--- src/rtl/present_pkg.sv ---
`default_nettype none
// ============================================================================
// Module      : present_pkg
// Description : Shared constants, S-box table and FSM encoding for PRESENT-80.
// Revision    : 1.0 - initial release
// ============================================================================
package present_pkg;

    localparam int NROUNDS   = 31;
    localparam int c_key_w   = 80;
    localparam int c_state_w = 64;
    localparam int c_rnd_w   = 5;

    localparam logic [c_rnd_w-1:0] c_last_rnd = c_rnd_w'(NROUNDS);

    // Nibble n of this word is S(n); entry 0 sits in the least significant nibble.
    localparam logic [63:0] c_sbox = 64'h2174_8FE3_DA09_B65C;

    typedef enum logic [1:0] {
        IDLE = 2'd0,
        LOAD = 2'd1,
        RUN  = 2'd2,
        FIN  = 2'd3
    } state_t;

    function automatic logic [3:0] sbox4(input logic [3:0] x);
        return c_sbox[4*x +: 4];
    endfunction

endpackage
`default_nettype wire

--- src/rtl/present_sbox.sv ---
`default_nettype none
// ============================================================================
// Module      : present_sbox
// Description : 4-bit combinational PRESENT S-box.
// Revision    : 1.0 - initial release
// ============================================================================
module present_sbox
    import present_pkg::*;
(
    input  logic [3:0] i_x,
    output logic [3:0] o_y
);

    always_comb begin
        o_y = sbox4(i_x);
    end

endmodule
`default_nettype wire

--- src/rtl/present_keyctl.sv ---
`default_nettype none
// ============================================================================
// Module      : present_keyctl
// Description : PRESENT-80 key schedule and round sequencer feeding the
//               64-bit state register (load/advance strobes, round keys).
// Revision    : 1.0 - initial release
// ============================================================================
module present_keyctl
    import present_pkg::*;
(
    input  logic                   ck,
    input  logic                   rn,
    input  logic                   start,
    input  logic [0:c_key_w-1]     key,
    output logic                   sta,
    output logic                   act,
    output logic [0:c_state_w-1]   rkey,
    output logic [0:c_rnd_w-1]     rnd,
    output logic                   busy,
    output logic                   done
);

    state_t                 r_state;
    state_t                 w_state_nxt;
    logic [0:c_key_w-1]     r_kr;
    logic [0:c_key_w-1]     w_kr_nxt;
    logic [0:c_key_w-1]     w_rot;
    logic [0:c_key_w-1]     w_kr_upd;
    logic [0:c_rnd_w-1]     r_rnd;
    logic [0:c_rnd_w-1]     w_rnd_nxt;
    logic [3:0]             w_sb;

    // Index 0 is k79, so a left rotation by 61 brings k18..k0 to the top.
    assign w_rot = {r_kr[61:c_key_w-1], r_kr[0:60]};

    present_sbox u_sbox (
        .i_x (w_rot[0:3]),
        .o_y (w_sb)
    );

    assign w_kr_upd = {w_sb, w_rot[4:59], w_rot[60:64] ^ r_rnd, w_rot[65:c_key_w-1]};

    assign rkey = r_kr[0:c_state_w-1];
    assign rnd  = r_rnd;

    always_comb begin
        w_state_nxt = r_state;
        w_kr_nxt    = r_kr;
        w_rnd_nxt   = r_rnd;
        sta         = 1'b0;
        act         = 1'b0;
        done        = 1'b0;
        busy        = 1'b0;
        case (r_state)
            IDLE: begin
                if (start) begin
                    w_kr_nxt    = key;
                    w_rnd_nxt   = c_rnd_w'(1);
                    w_state_nxt = LOAD;
                end
            end
            LOAD: begin
                sta         = 1'b1;
                busy        = 1'b1;
                w_state_nxt = RUN;
            end
            RUN: begin
                act       = 1'b1;
                busy      = 1'b1;
                w_kr_nxt  = w_kr_upd;
                // The counter wraps to 0 on the last round, which FIN relies on.
                w_rnd_nxt = r_rnd + c_rnd_w'(1);
                if (r_rnd == c_last_rnd) begin
                    w_state_nxt = FIN;
                end
            end
            FIN: begin
                done        = 1'b1;
                busy        = 1'b1;
                w_state_nxt = IDLE;
            end
            default: begin
                w_state_nxt = IDLE;
            end
        endcase
    end

    always_ff @(posedge ck) begin
        if (!rn) begin
            r_state <= IDLE;
            r_kr    <= '0;
            r_rnd   <= '0;
        end else begin
            r_state <= w_state_nxt;
            r_kr    <= w_kr_nxt;
            r_rnd   <= w_rnd_nxt;
        end
    end

endmodule
`default_nettype wire

--- config.mk ---
export PLATFORM = sky130hd
export DESIGN_NAME = present_keyctl
export DESIGN_NICKNAME = d
export VERILOG_FILES = /design/src/rtl/present_pkg.sv /design/src/rtl/present_sbox.sv /design/src/rtl/present_keyctl.sv
export SDC_FILE = /design/constraint.sdc
export NUM_CORES = 1
export LEC_CHECK = 0
export ABC_CLOCK_PERIOD_IN_PS = 2800
export BUFFER_PORTS_ARGS = -buffer_cell sky130_fd_sc_hd__buf_2
export CELL_PAD_IN_SITES_DETAIL_PLACEMENT = 0
export CELL_PAD_IN_SITES_GLOBAL_PLACEMENT = 1
export CORE_MARGIN = 1.5
export CORE_UTILIZATION = 39
export CTS_CLUSTER_DIAMETER = 120
export DETAILED_ROUTE_END_ITERATION = 10
export PLACE_DENSITY = 0.85
export SLEW_MARGIN = 25
export SYNTH_ARGS = -nofsm -noshare
export SYNTH_HDL_FRONTEND = slang
export SYNTH_SLANG_ARGS = --single-unit
--- constraint.sdc ---
create_clock -name ck -period 2.8 [get_ports ck]
set_clock_uncertainty 0.1 [all_clocks]
set_input_delay 0.56 -clock ck [delete_from_list [all_inputs] [get_ports ck]]
set_output_delay 0.56 -clock ck [all_outputs]
set_load 0.005 [all_outputs]
=== Word level (Yosys, flattened, before mapping) ===
Cells that the tools add are included.

* Add/sub/neg operators: 1
* $mul: 0
* Div/mod/pow operators: 0
* $lt $le $gt $ge: 0
* Equality and inequality tests: 6
* Shift-type cells: 1
* Mux-type cells: 11
* Bitwise operators: 1
* Reductions and logical operators: 5

{| class="wikitable"
|+ Operator list
! operator !! count
|-
| 80-bit one-hot mux with 2 select lines || 1
|-
| 80-bit two-way mux || 1
|-
| 64-bit by 7-bit indexed part select with 4-bit output (first input constant) || 1
|-
| 5-bit one-hot mux with 2 select lines || 1
|-
| 2-bit one-hot mux with 4 select lines || 1
|-
| 5-bit by 1-bit adder with 5-bit output (second input constant) || 1
|-
| 5-bit equality test (second input constant) || 1
|-
| 5-bit two-way mux || 1
|-
| 5-bit bitwise XOR || 1
|-
| 2-bit equality test (second input constant) || 2
|-
| 1-bit two-way mux || 4
|-
| 2-bit two-way mux || 2
|-
| 2-bit != test (second input constant) || 2
|-
| 2-bit AND reduction || 2
|-
| 3-bit OR reduction || 1
|-
| 2-bit by 1-bit equality test with 1-bit output (second input constant) || 1
|-
| 2-bit logical NOT || 1
|-
| 2-bit nonzero test || 1
|}

* Flip-flop bits (word level): 87
* Latch bits: 0
* Bits in writable memories: 0
* ROM bits: 0
* Input bits: 83
* Output and inout port bits: 73
* Word-level logic and storage cells: 28
* Memories kept: 0

=== Depth between registers and ports, before layout ===
* Depth in word-level cells: 3
* Depth in mapped cells: 8
* Mapped depth without buffers: 6

=== Modules after synthesis ===
A second synthesis with hierarchy kept.

* Cells, all modules: 496
* Area total of the unflattened synthesis: 4878.4 um^2

{| class="wikitable"
|+ Modules (own cells, without submodules)
! module !! times used !! cells each !! area an instance (um^2) !! seq. area each (um^2)
|-
| present_keyctl || 1 || 478 || 4693.3 || 1741.7
|-
| present_sbox || 1 || 18 || 185.2 || 0.0
|}

=== Worst setup path after synthesis ===
No wires, ideal clock.

* Path kind: register -> register
* Start: register r_state[0]
* End: register r_kr[61] in the netlist's numbering
* Setup time: 125 ps
* Arrival time: 1457 ps
* Data required time: 2575 ps
* Path slack: 1117 ps
* Stages on the path, launching flop included: 8
* Buffers on the path: 1
* Period minus slack after synthesis: 1683 ps
* Path through: dfxtp_1 -> inv_1 -> ha_1 -> nand2b_1 -> o21ai_1 -> buf_2 -> a222oi_1 -> nor2b_1

* Cells in the longest elaborated chain, start to end: 3
* Elaborated cells between the ends (all ways): 6
* Classes of those cells: 2 x eq/ne; 1 x mux; 3 x reduce/logical

{| class="wikitable"
|+ RTL lines
! item !! RTL line !! RTL
|-
| start, declared || present_keyctl.sv:23 || <nowiki>state_t r_state;</nowiki>
|-
| start signal, assigned || present_keyctl.sv:94 || <nowiki>r_state <= w_state_nxt;</nowiki>
|-
| 2-bit equality test / 2-bit logical NOT (equally long branches) || present_keyctl.sv:54 || <nowiki>case (r_state)</nowiki>
|-
| 2-bit nonzero test (no line) / 2-bit != test (equally long branches) || n/a ||
|-
| 2-bit AND reduction (no line) || n/a ||
|-
| end signal, assigned || present_keyctl.sv:95 || <nowiki>r_kr <= w_kr_nxt;</nowiki>
|-
| end, declared || present_keyctl.sv:25 || <nowiki>logic [0:c_key_w-1] r_kr;</nowiki>
|}

Several ways; a longest one is shown, not always the timed one.
A chain may end at the register's enable or synchronous reset.

=== Final worst setup path ===
* Start: register r_state[0]
* End: output act

* Cells in the longest elaborated chain, start to end: 2

{| class="wikitable"
|+ RTL lines
! item !! RTL line !! RTL
|-
| 2-bit equality test || present_keyctl.sv:54 ||
|-
| 1-bit two-way mux || present_keyctl.sv:54 ||
|-
| end, declared || present_keyctl.sv:16 || <nowiki>output logic act,</nowiki>
|}

No other way between the ends.

==> out/qor.yml <==
cts_buffers: 9
syn_to_final_growth_pct: 13.3
wl_met1_um: 4870
p_comb_share_pct: 46.9
syn_inst: 492
cts_resized: 0
critPathSlowestCell: "buf_4"
synthArstFlopShare_pct: 0
avgSynthCellArea_um2: 8.77
grt_pass1_wl_um: 17500
r2r_end: "r_kr[11]"
end_kind: "output pin"
clockRootBuffer: "clkbuf_8"
final_util_pct: 45.3
cts_tree: "yes"
synth_edf_count: 0
worstPathBufferInverterCount: 3
htree_levels: 3
max_freq_mhz: 431
fillers: 1068
cell_internal_pwr_mw: 3.25
r2r_slack_ns: 0.61
drt-total-wl_um: 11000
holdPathEnd: "r_kr[29]"
ff2ff_path_depth: 7
coreArea_um2: 10800
synth_area_leader_cell: "dfxtp_1"
ctsHoldBuffers: 0
wl_met3_um: 790
hpwl_um: 7970
clkPwrFrac_pct: 14.6
crit_required_ns: 2.14
p_leak_nw: 2.39
die_area_um2: 11700
syn-cell-area_um2: 4320
ys_seq_elements: 87
drt-pass1-iter-count: 4
top_layer_used: "met4"
startpoint_type: "flop"
final_layout_size_suffix_gt1_share_pct: 32.6
avgViaCountPerCell: 5.19
initial_core_util_pct: 40.0
fp.dieW_um: 108
min_path_cells: 3
grtUsageTotal_pct: 19.0
hold_start: "key[29]"
worstMarginPinSlew_ns: 0.659
synth_ff_type: "dfxtp_1"
r2r-start: "r_state[0]"
synthTopCellsByArea: "dfxtp_1 (40%), buf_4 (12%), o22ai_1 (7.4%)"
ys_warn_count: 0
fin_area_um2: 4890
max_slew_margin_pct: 56.1
io_pins: 156
hold_viol: 0
drt_iter0_drc: 208
hold_ws_ns: 0.344
overflow: 0
p_per_area_nw_per_um2: 1120
row_count: 38
clock_latency_ns: 0.36
critPathKind: "reg2out"
yosysUniqueCellTypes: 36
placed_area_um2: 4710
fin_tns_setup_ns: 0
status: "complete, no violations"
cp.depth: 4
synth_nets: 587
yosysTopAreaCellShare_pct: 40.4
dr_wl_met2_um: 5180
p_sw_share_pct: 40.8
clkTransAtPathRegs_ns: 0.09
slowest_delay_ns: 0.42
io_buffers: 155
drc: 0
worstPathMaxFanout: 31
placedCellCount: 697
maxCapViolCount: 0
switchingPower_mw: 2.24
min_path_type: "in2reg"
finalWeightedCongestion: 0.841
grt_max_degree: 48
grt_pass1_vias: 3544
die_h_um: 108
cts_buffer_depth: 2
seq_area_frac_synth_pct: 40.4
drv_slew: 0
cts_setup_buffers: 0
arrival_ns: 1.66
cts.sinks: 87
crit_family: "buffers and inverters"
wl_per_cell_um: 15.5
nNetsFinal: 663
ir_drop_mv: 0.422
setup_viol: 0
power_frac_seq_pct: 38.4
ant_nets: 0
layout_min_cycle_time_ns: 2.32
num_vias: 3698
worstPathCellList: "inv_1 > ha_2 > buf_4 > buf_2"
fin_cells: 713
fin_crit_sh_pct: 82.9
diodes: 0
rsz0062_at_grt: "no"
antenna_found_initial: 0
## metrics by stage
stage          setup WS, ns  total power, mW
2_1_floorplan          1.12             4.29
3_3_place_gp          0.768             4.65
3_5_place_dp          0.635             4.72
4_1_cts               0.462             5.54
5_1_grt               0.339             5.91
6_report              0.480             5.49
## state kept, by name, indices dropped and copies added (netlist names)
register / count
r_kr: 80
r_state: 2
rnd: 5
## synth_stat cells (3+ instances only)
cell / instances
nand2_1: 29
dfxtp_1: 87
o211a_1: 22
o22ai_1: 51
mux2i_1: 23
clkbuf_1: 22
inv_1: 8
o21ai_0: 56
xor2_1: 6
nand3_1: 4
a21oi_1: 3
nor2_1: 53
buf_4: 70
ha_1: 12
a22oi_1: 3
buf_2: 7
nor2b_1: 9
a222oi_1: 5
## power groups by stage
stage,Combinational [mW],Clock [mW],Sequential [mW]
finish,2.58,0.802,2.11
floorplan,2.30,0,2.00
detailed placement,2.58,0,2.14
global placement,2.53,0,2.12
CTS,2.60,0.823,2.12
global route,2.87,0.868,2.17
## placed cells by master (no fill, tap or decap), types with 2 or more instances in the layout
cell / instances
a21boi_0: 2
a21oi_1: 3
a222oi_1: 5
a22oi_1: 3
and3_1: 2
buf_2: 155
buf_4: 9
clkbuf_1: 2
clkbuf_8: 11
clkinv_2: 2
dfxtp_1: 87
ha_1: 11
inv_1: 8
mux2i_1: 23
nand2_1: 29
nand3_1: 3
nor2_1: 53
nor2b_1: 9
o211a_1: 22
o21ai_0: 56
o21ai_1: 2
o22ai_1: 51
o311ai_0: 2
xor2_1: 6
## kinds of logic (layout without fill, tap and decap cells)
logic type	Yosys count	after routing	synth area share, %
mux	24	24	5.86
flops	87	87	40.4
xor+xnor	6	6	1.22
buf+inv	109	190	15.8
fa+ha+maj	12	12	3.48
compound gates	151	151	23.1
simple gates	103	103	10.3
## cell type report
| class | count | area, µm² | share of cell area (%) |
|---|---|---|---|
| flip-flops and latches | 87 | 1740 | 35.6 |
| well taps | 140 | 175 | 3.58 |
| repair buffers | 165 | 863 | 17.7 |
| inverters | 9 | 33.8 | 0.691 |
| clock inverters | 3 | 17.5 | 0.358 |
| clock buffers | 13 | 159 | 3.25 |
| multi-input cells | 296 | 1900 | 38.9 |
## worst max path at each step
| stage | start | to |
|---|---|---|
| after floorplan | r_state[0] | r_kr[61] |
| after global placement | r_state[0] | r_kr[10] |
| after detailed placement | r_state[0] | r_kr[11] |
| after CTS | r_state[0] | act |
| after global routing | r_state[0] | act |
| final | r_state[0] | act |
## metal layers
metal,up-vias,global-route usage (%)
li1,1834,-
met1,1720,23.6
met2,132,31.9
met3,12,5.36
met4,0,5.36
met5,-,0
## worst reg2reg max path, delay by kind of cell (launching register included)
kind,cells,cell delay (ns)
flip-flops,1,0.40
adder cells (fa/ha/maj),1,0.29
AO/OA/AOI/OAI,1,0.15
AND/OR/NAND/NOR,3,0.59
buffers and inverters,2,0.56
Power figures use the tool's default switching activity.
